## src/rtl/stopwatch_pkg.sv

```systemverilog
// rtl/stopwatch_pkg.sv - shared state encoding and BCD constants for the stopwatch
package stopwatch_pkg;

    typedef enum logic [1:0] {
        S_IDLE  = 2'd0,
        S_RUN   = 2'd1,
        S_PAUSE = 2'd2,
        S_LAP   = 2'd3
    } state_e;

    localparam int             BCD_W   = 4;
    localparam logic [BCD_W-1:0] BCD_MAX = 4'd9;

endpackage

```

## src/rtl/bcd_digit.sv

```systemverilog
// rtl/bcd_digit.sv - one decimal digit of the cascaded counter with carry out
module bcd_digit
    import stopwatch_pkg::*;
(
    input  logic             clk,
    input  logic             rst_n,
    input  logic             clr,
    input  logic             en,
    output logic [BCD_W-1:0] q,
    output logic             co
);

    logic [BCD_W-1:0] q_q;

    // Count 0..9, wrapping to 0; clear has priority over counting
    always_ff @(posedge clk or negedge rst_n) begin
        if (!rst_n) begin
            q_q <= '0;
        end else if (clr) begin
            q_q <= '0;
        end else if (en) begin
            q_q <= (q_q == BCD_MAX) ? '0 : q_q + 1'b1;
        end
    end

    assign q  = q_q;
    assign co = en && (q_q == BCD_MAX);

endmodule

```

## src/rtl/stopwatch_ctrl.sv

```systemverilog
// rtl/stopwatch_ctrl.sv - start/stop/lap/clear stopwatch over cascaded BCD digits
module stopwatch_ctrl
    import stopwatch_pkg::*;
#(
    parameter int DIV  = 4,
    parameter int NDIG = 4
) (
    input  logic                  clk,
    input  logic                  rst_n,
    input  logic                  start_stop_pls,
    input  logic                  lap_pls,
    input  logic                  clr_pls,
    output logic [BCD_W*NDIG-1:0] disp_bcd,
    output logic                  run,
    output logic                  frozen,
    output logic                  tick,
    output logic                  ovf
);

    localparam int             PW        = (DIV > 1) ? $clog2(DIV) : 1;
    localparam logic [PW-1:0] PRESC_MAX = PW'(DIV - 1);

    state_e                  state_q;
    logic                    run_q;
    logic                    frozen_q;
    logic                    ovf_q;
    logic [PW-1:0]           presc_q;
    logic [BCD_W*NDIG-1:0]   snap_q;
    logic [BCD_W*NDIG-1:0]   live;
    logic [NDIG:0]           carry;
    logic                    counting;
    logic                    clr_cnt;

    assign counting = (state_q == S_RUN) || (state_q == S_LAP);
    assign tick     = counting && (presc_q == PRESC_MAX);
    // The only way back to IDLE (besides reset) is clear from PAUSE
    assign clr_cnt  = (state_q == S_PAUSE) && clr_pls;
    assign carry[0] = tick;

    genvar gi;
    generate
        for (gi = 0; gi < NDIG; gi++) begin : g_dig
            bcd_digit u_dig (
                .clk   (clk),
                .rst_n (rst_n),
                .clr   (clr_cnt),
                .en    (carry[gi]),
                .q     (live[gi*BCD_W +: BCD_W]),
                .co    (carry[gi+1])
            );
        end
    endgenerate

    // Prescaler: advances while counting, holds in PAUSE, zeroed on clear
    always_ff @(posedge clk or negedge rst_n) begin
        if (!rst_n) begin
            presc_q <= '0;
        end else if (clr_cnt) begin
            presc_q <= '0;
        end else if (counting) begin
            presc_q <= tick ? '0 : presc_q + PW'(1);
        end
    end

    // Run FSM with registered run/frozen flags, lap snapshot and sticky overflow
    always_ff @(posedge clk or negedge rst_n) begin
        if (!rst_n) begin
            state_q  <= S_IDLE;
            run_q    <= 1'b0;
            frozen_q <= 1'b0;
            ovf_q    <= 1'b0;
            snap_q   <= '0;
        end else begin
            if (carry[NDIG]) begin
                ovf_q <= 1'b1;
            end
            case (state_q)
                S_IDLE: begin
                    if (start_stop_pls) begin
                        state_q <= S_RUN;
                        run_q   <= 1'b1;
                    end
                end
                S_RUN: begin
                    if (start_stop_pls) begin
                        state_q <= S_PAUSE;
                        run_q   <= 1'b0;
                    end else if (lap_pls) begin
                        state_q  <= S_LAP;
                        frozen_q <= 1'b1;
                        snap_q   <= live;
                    end
                end
                S_LAP: begin
                    if (start_stop_pls) begin
                        state_q  <= S_PAUSE;
                        run_q    <= 1'b0;
                        frozen_q <= 1'b0;
                    end else if (lap_pls) begin
                        state_q  <= S_RUN;
                        frozen_q <= 1'b0;
                    end
                end
                S_PAUSE: begin
                    if (clr_pls) begin
                        state_q <= S_IDLE;
                        ovf_q   <= 1'b0;
                    end else if (start_stop_pls) begin
                        state_q <= S_RUN;
                        run_q   <= 1'b1;
                    end
                end
                default: begin
                    state_q <= S_IDLE;
                end
            endcase
        end
    end

    assign disp_bcd = frozen_q ? snap_q : live;
    assign run      = run_q;
    assign frozen   = frozen_q;
    assign ovf      = ovf_q;

endmodule

```

## config.mk

```make
export PLATFORM = sky130hd
export DESIGN_NAME = stopwatch_ctrl
export DESIGN_NICKNAME = d
export VERILOG_FILES = /design/src/rtl/stopwatch_pkg.sv /design/src/rtl/bcd_digit.sv /design/src/rtl/stopwatch_ctrl.sv
export SDC_FILE = /design/constraint.sdc
export NUM_CORES = 1
export LEC_CHECK = 0
export ABC_AREA = 0
export CORE_ASPECT_RATIO = 0.5
export CORE_MARGIN = 2
export CORE_UTILIZATION = 55
export CTS_BUF_LIST = sky130_fd_sc_hd__clkbuf_4 sky130_fd_sc_hd__clkbuf_8
export DETAILED_ROUTE_END_ITERATION = 10
export GPL_TIMING_DRIVEN = 0
export HOLD_SLACK_MARGIN = 0.06
export PLACE_DENSITY = 0.78
export SYNTH_ARGS = -nofsm -noshare
export SYNTH_HDL_FRONTEND = slang
export SYNTH_SLANG_ARGS = --single-unit
```

## constraint.sdc

```tcl
create_clock -name clk -period 1.8 [get_ports clk]
set_input_delay 0.36 -clock clk [delete_from_list [all_inputs] [get_ports clk]]
set_output_delay 0.36 -clock clk [all_outputs]
set_load 0.05 [all_outputs]
```

==> results.json, run 1 <==
{
  "dieHeight_um": 47.34,
  "synth_commonest_cells": "dfrtp_1, mux2_2, nand2_1, nor2_1, o21ai_0",
  "dp_hpwl_um": 2893,
  "peakVddDrop_mv": 0.7048,
  "wirelength_um": 4283,
  "final_nets": 239,
  "yosysSeqAreaShare_pct": 47.24,
  "row_count": 15,
  "ys_top_cells_by_area": "dfrtp_1, mux2_2, ha_1",
  "startpoint_type": "register",
  "worst_slack_ns": -0.001548,
  "async_flop_share_pct": 100.0,
  "outcome": "finished, violations left",
  "fin_crit_sh_pct": 100.1,
  "clockRootBuffer": "clkbuf_8",
  "drt_iter0_drc": 72,
  "use_met1_pct": 25.40,
  "grt_pass1_vias": 1500,
  "antenna_found_initial": 0,
  "cp_max_fo": 10,
  "p_leak_nw": 1.210,
  "vias": 1546,
  "grt_setup_unrepaired": "true",
  "power.density_mw_per_mm2": 1098,
  "grt_overflow": 0,
  "setup_viol": 2,
  "drive_gt1_share_pct": 33.63,
  "fin_total_pwr_mw": 2.757,
  "nFillCells": 266,
  "synth.avg_cell_area_um2": 10.87,
  "gp_congestion": 0.8101,
  "synth_top_cell_by_area": "dfrtp_1",
  "ant_nets": 0,
  "cts_sinks": 39,
  "maxCapViolCount": 0,
  "io-pin-count": 25,
  "synth.cell_area_mm2": 0.002066,
  "rr_worst_depth": 8,
  "syn-num-nets": 204,
  "ctsHtreeMaxLevel": 2,
  "n_antenna_cell": 0,
  "multiInputGateArea_mm2": 0.001012,
  "fmax_mhz": 555.1,
  "arrival_ns": 1.44,
  "dr.pass1.iters": 4,
  "pre_cts_slack_ns": -0.5730,
  "synthDistinctLibCells": 42,
  "die_x_um": 90.67,
  "fin_worst_skew_ns": 0.002829,
  "final_area_mm2": 0.002510,
  "hold_slack_ns": 0.1866,
  "violations": "setup timing",
  "synth_enable_flop_cells": 0,
  "cts_buffers": 5,
  "ys_warn_count": 0,
  "cp-end-kind": "output port",
  "synth_top_area_share_pct": 47.24,
  "tightest_slew_ns": 0.8745,
  "syn_to_final_growth_pct": 21.50,
  "r2r_setup_slack_ns": 0.04,
  "coreArea_mm2": 0.003510,
  "layout_min_cycle_time_ns": 1.802,
  "grt_max_degree": 40,
  "placed_area_mm2": 0.002366,
  "timing.slew.headroom_pct": 41.70,
  "globalRouteMet3Util_pct": 4.976,
  "crit_type": "register to output port",
  "grt_use_met2_pct": 40.60,
  "grt_pass1_wl_um": 6879,
  "hp-class": "input port to asynchronous set/reset pin",
  "start_util_pct": 58.86,
  "synth_seq_cells": 39,
  "fp.dieArea_mm2": 0.004292,
  "grt_busiest_layer": "met2",
  "clk_path_buf_depth": 2,
  "hold_viol_final": 0,
  "portBuffers": 24,
  "vias_per_cell": 5.581,
  "finalMaxSlewViolations": 0,
  "synth_ff_type": "dfrtp_1",
  "wl_per_cell_um": 15.46,
  "cp.required_ns": 1.44,
  "synthCells": 190,
  "clock_latency_ns": 0.29,
  "clk_pin_slew_worst_paths_ns": 0.07,
  "track_usage_pct": 21.32,
  "seqCellArea_um2": 978.4,
  "cts_tree": "built",
  "yosysMostFrequentCell": "dfrtp_1",
  "fin_util_pct": 71.52,
  "route.detailed.drc": 0
}
[report_power, final]
group          leakage, nW  switching [mW]  internal [mW]
sequential           0.525           0.118           1.01
combinational        0.630           0.591          0.377
clock               0.0549           0.296          0.365
total                 1.21            1.01           1.75
[final cells by class]
type / instances / area share, %
inverters: 7 / 1.147
plain buffers: 9 / 3.190
clock buffers: 8 / 4.138
well taps: 51 / 2.542
multi-input cells: 135 / 40.33
repair buffers: 28 / 9.671
flip-flops and latches: 39 / 38.98
[per-stage QoR]
step	TNS, ns	std cells
finish	-0.002189	277
global route	-0.2095	277
CTS	-0.04124	273
detailed placement	-10.51	265
global placement	-31.08	265
floorplan	-0.1863	190
[sequential cells by signal, indices dropped and copies added, names as in the netlist]
| name | cells |
|---|---|
| frozen | 1 |
| g_dig.u_dig.q | 16 |
| ovf | 1 |
| presc_q | 2 |
| run | 1 |
| snap_q | 16 |
| state_q | 2 |
[layer usage]
metal	wire length, um	share of wire [%]
met2	2082	49
met5	0	0
met3	143	3.3
met4	31	0.72
met1	2026	47
[logic make-up after synthesis]
| logic type | share of synthesized area [%] |
|---|---|
| muxes | 16.72 |
| DFF | 47.24 |
| and+or+nand+nor | 15.57 |
| AOI/OAI and AO/OA | 9.630 |
| adders and majority gates | 5.451 |
| xor gates and xnor gates | 1.272 |
| buffers and inverters | 4.118 |
[worst max-delay path, cell delays in order (launching register included)]
cell     delay [ns]
dfrtp_2        0.44
buf_8          0.17
mux2_2         0.33
buf_2          0.21
[placed cells by master, fill, tap and decap left out, drive strengths merged, types with 5 or more instances in the layout]
cell    instances
dfrtp          39
nand2          20
clkbuf         13
buf            24
nand3           5
ha              9
nor2           13
a21oi           9
o21ai          13
inv             7
mux2           28
[worst paths after layout]
kind | startpoint | endpoint
hold reg to reg | snap_q[15]$_DFFE_PN0P_ | snap_q[15]$_DFFE_PN0P_
setup / recovery | frozen$_DFFE_PN0P_ | disp_bcd[10]
min in group clk | snap_q[15]$_DFFE_PN0P_ | snap_q[15]$_DFFE_PN0P_
hold / removal | rst_n | g_dig[0].u_dig.q[2]$_DFFE_PN0P_
setup reg to reg | g_dig[0].u_dig.q[1]$_DFFE_PN0P_ | g_dig[2].u_dig.q[3]$_DFFE_PN0P_
max in group asynchronous | rst_n | g_dig[0].u_dig.q[0]$_DFFE_PN0P_
[repair_timing]
| action | in CTS | in global routing |
|---|---|---|
| pin swaps | 0 | 1 |
| setup endpoints to repair | 20 | 29 |
| gates resized for setup | 96 | 21 |
| buffers inserted | 0 | 4 |
| hold buffers | 0 | 0 |
Power figures use the tool's default switching activity.
==> inputs of run 2 (changes only) <==
Settings changed: CORE_UTILIZATION 55 to 57, PLACE_DENSITY 0.78 to 0.8, SETUP_SLACK_MARGIN set to 0.3.
==> results.json, run 2 (synthesized netlist as in run 1, its figures left out) <==
{
  "timing.slew.headroom_pct": 40.00,
  "layout_min_cycle_time_ns": 1.753,
  "wl_per_cell_um": 18.49,
  "tightest_slew_ns": 0.9000,
  "dr.pass1.iters": 4,
  "hp-class": "input port to asynchronous set/reset pin",
  "outcome": "finished clean",
  "wirelength_um": 5564,
  "n_antenna_cell": 0,
  "row_count": 15,
  "grt_pass1_vias": 1638,
  "p_int_mw": 1.909,
  "cts_sinks": 39,
  "finalMaxSlewViolations": 0,
  "pwr-share-seq_pct": 36.7,
  "startpoint_type": "register",
  "dp_hpwl_um": 2840,
  "drt_iter0_drc": 64,
  "track_usage_pct": 26.86,
  "fin_crit_sh_pct": 97.42,
  "clock_latency_ns": 0.29,
  "power.density_mw_per_mm2": 1049,
  "maxCapViolCount": 0,
  "clk_path_buf_depth": 2,
  "route.detailed.drc": 0,
  "cp.required_ns": 1.44,
  "grt_pass1_wl_um": 7859,
  "dieHeight_um": 46.57,
  "clockRootBuffer": "clkbuf_8",
  "gp_congestion": 0.8178,
  "arrival_ns": 1.39,
  "cts_hold_buffers": 0,
  "p_switching_mw": 1.202,
  "ctsHtreeMaxLevel": 2,
  "antenna_found_initial": 0,
  "switching_share_pct": 38.64,
  "combPwrFrac_pct": 43.7,
  "cts_buffers": 5,
  "final_cell_mix": "dfrtp_1, buf_4, buf_6",
  "grt_overflow": 0,
  "cts_tree": "built",
  "p_clk_share_pct": 19.6,
  "io-pin-count": 25,
  "cp-end-kind": "output port",
  "hold_viol_final": 0,
  "fp.dieArea_mm2": 0.004151,
  "final_common_cell": "dfrtp_1",
  "die_x_um": 89.14,
  "drive_gt1_share_pct": 50.80,
  "fin_worst_skew_ns": 0.003759,
  "start_util_pct": 59.82,
  "crit_type": "register to output port",
  "grt_setup_unrepaired": "true",
  "setup_viol": 0,
  "peakVddDrop_mv": 0.8366,
  "ant_nets": 0,
  "final_nets": 263,
  "fin_total_pwr_mw": 3.112,
  "cp_max_fo": 10,
  "grt_max_degree": 40,
  "p_leak_nw": 1.414,
  "vias_per_cell": 5.850,
  "portBuffers": 24,
  "clk_pin_slew_worst_paths_ns": 0.07,
  "fin_util_pct": 85.91,
  "vias": 1761,
  "coreArea_mm2": 0.003453,
  "syn_to_final_growth_pct": 43.61,
  "fmax_mhz": 570.3
}
-- run 2: metal layers --
layer  share of wire (%)  up-vias  global-route usage [%]  routed length [um]
met5                   0        -                       0                   0
met4                 3.2        0                   11.34                 176
met2                  51       80                   46.81                2814
met3                 6.7       20                   6.093                 372
li1                    -      791                       -                   -
met1                  40      870                   32.92                2200
-- run 2: critical path, cell delays in order (launching register included) --
cell and delay [ns]:
dfrtp_2 0.46, buf_12 0.17, mux2_4 0.31, buf_6 0.15
-- run 2: area by class of cell --
type / count / area, um2
Fill cell: 190 / 486.7
Sequential cell: 39 / 980.9
Clock inverter: 1 / 5.005
Inverter: 7 / 31.28
Tap cell: 51 / 63.81
Multi-Input combinational cell: 135 / 1221
Buffer: 9 / 102.6
Clock buffer: 7 / 83.83
Timing Repair Buffer: 52 / 478.0
-- run 2: stage by stage --
stage          hold slack, ns  TNS (ns)  setup WS (ns)  instance area [um2]  cells
3_3_place_gp           0.4618    -28.67        -0.7093                 2501    265
4_1_cts                0.2046         0        0.04497                 2809    291
6_report               0.1811         0        0.04651                 2967    301
3_5_place_dp           0.4832    -6.451        -0.2777                 2496    265
2_1_floorplan         0.06441         0         0.2456                 2197    190
5_1_grt                0.2470         0        0.01862                 2967    301
-- run 2: timing repair --
action	4_1_cts	5_1_grt
gates cloned	1	0
buffers inserted	17	10
gates resized for setup	145	21
endpoints found under the setup margin	47	40
pin swaps	8	13
-- run 2: worst paths after layout --
path	startpoint	to	slack, ns	depth (start not counted)
setup / recovery	frozen$_DFFE_PN0P_	disp_bcd[4]	0.05	3
hold / removal	rst_n	state_q[0]$_DFFE_PN0P_	0.18	1
setup reg to reg	g_dig[0].u_dig.q[1]$_DFFE_PN0P_	g_dig[3].u_dig.q[2]$_DFFE_PN0P_	0.13	8
hold reg to reg	snap_q[15]$_DFFE_PN0P_	snap_q[15]$_DFFE_PN0P_	0.51	1
max in group asynchronous	rst_n	g_dig[2].u_dig.q[0]$_DFFE_PN0P_	0.99	1
min in group clk	snap_q[15]$_DFFE_PN0P_	snap_q[15]$_DFFE_PN0P_	0.51	1
-- run 2: power by group through the flow --
stage | Clock [mW] | Combinational [mW] | Sequential [mW]
final | 0.610 | 1.36 | 1.14
after global routing | 0.649 | 1.43 | 1.15
after floorplan | 0 | 0.722 | 1.16
after CTS | 0.616 | 1.23 | 1.12
after global placement | 0 | 1.01 | 1.14
after detailed placement | 0 | 1.03 | 1.14
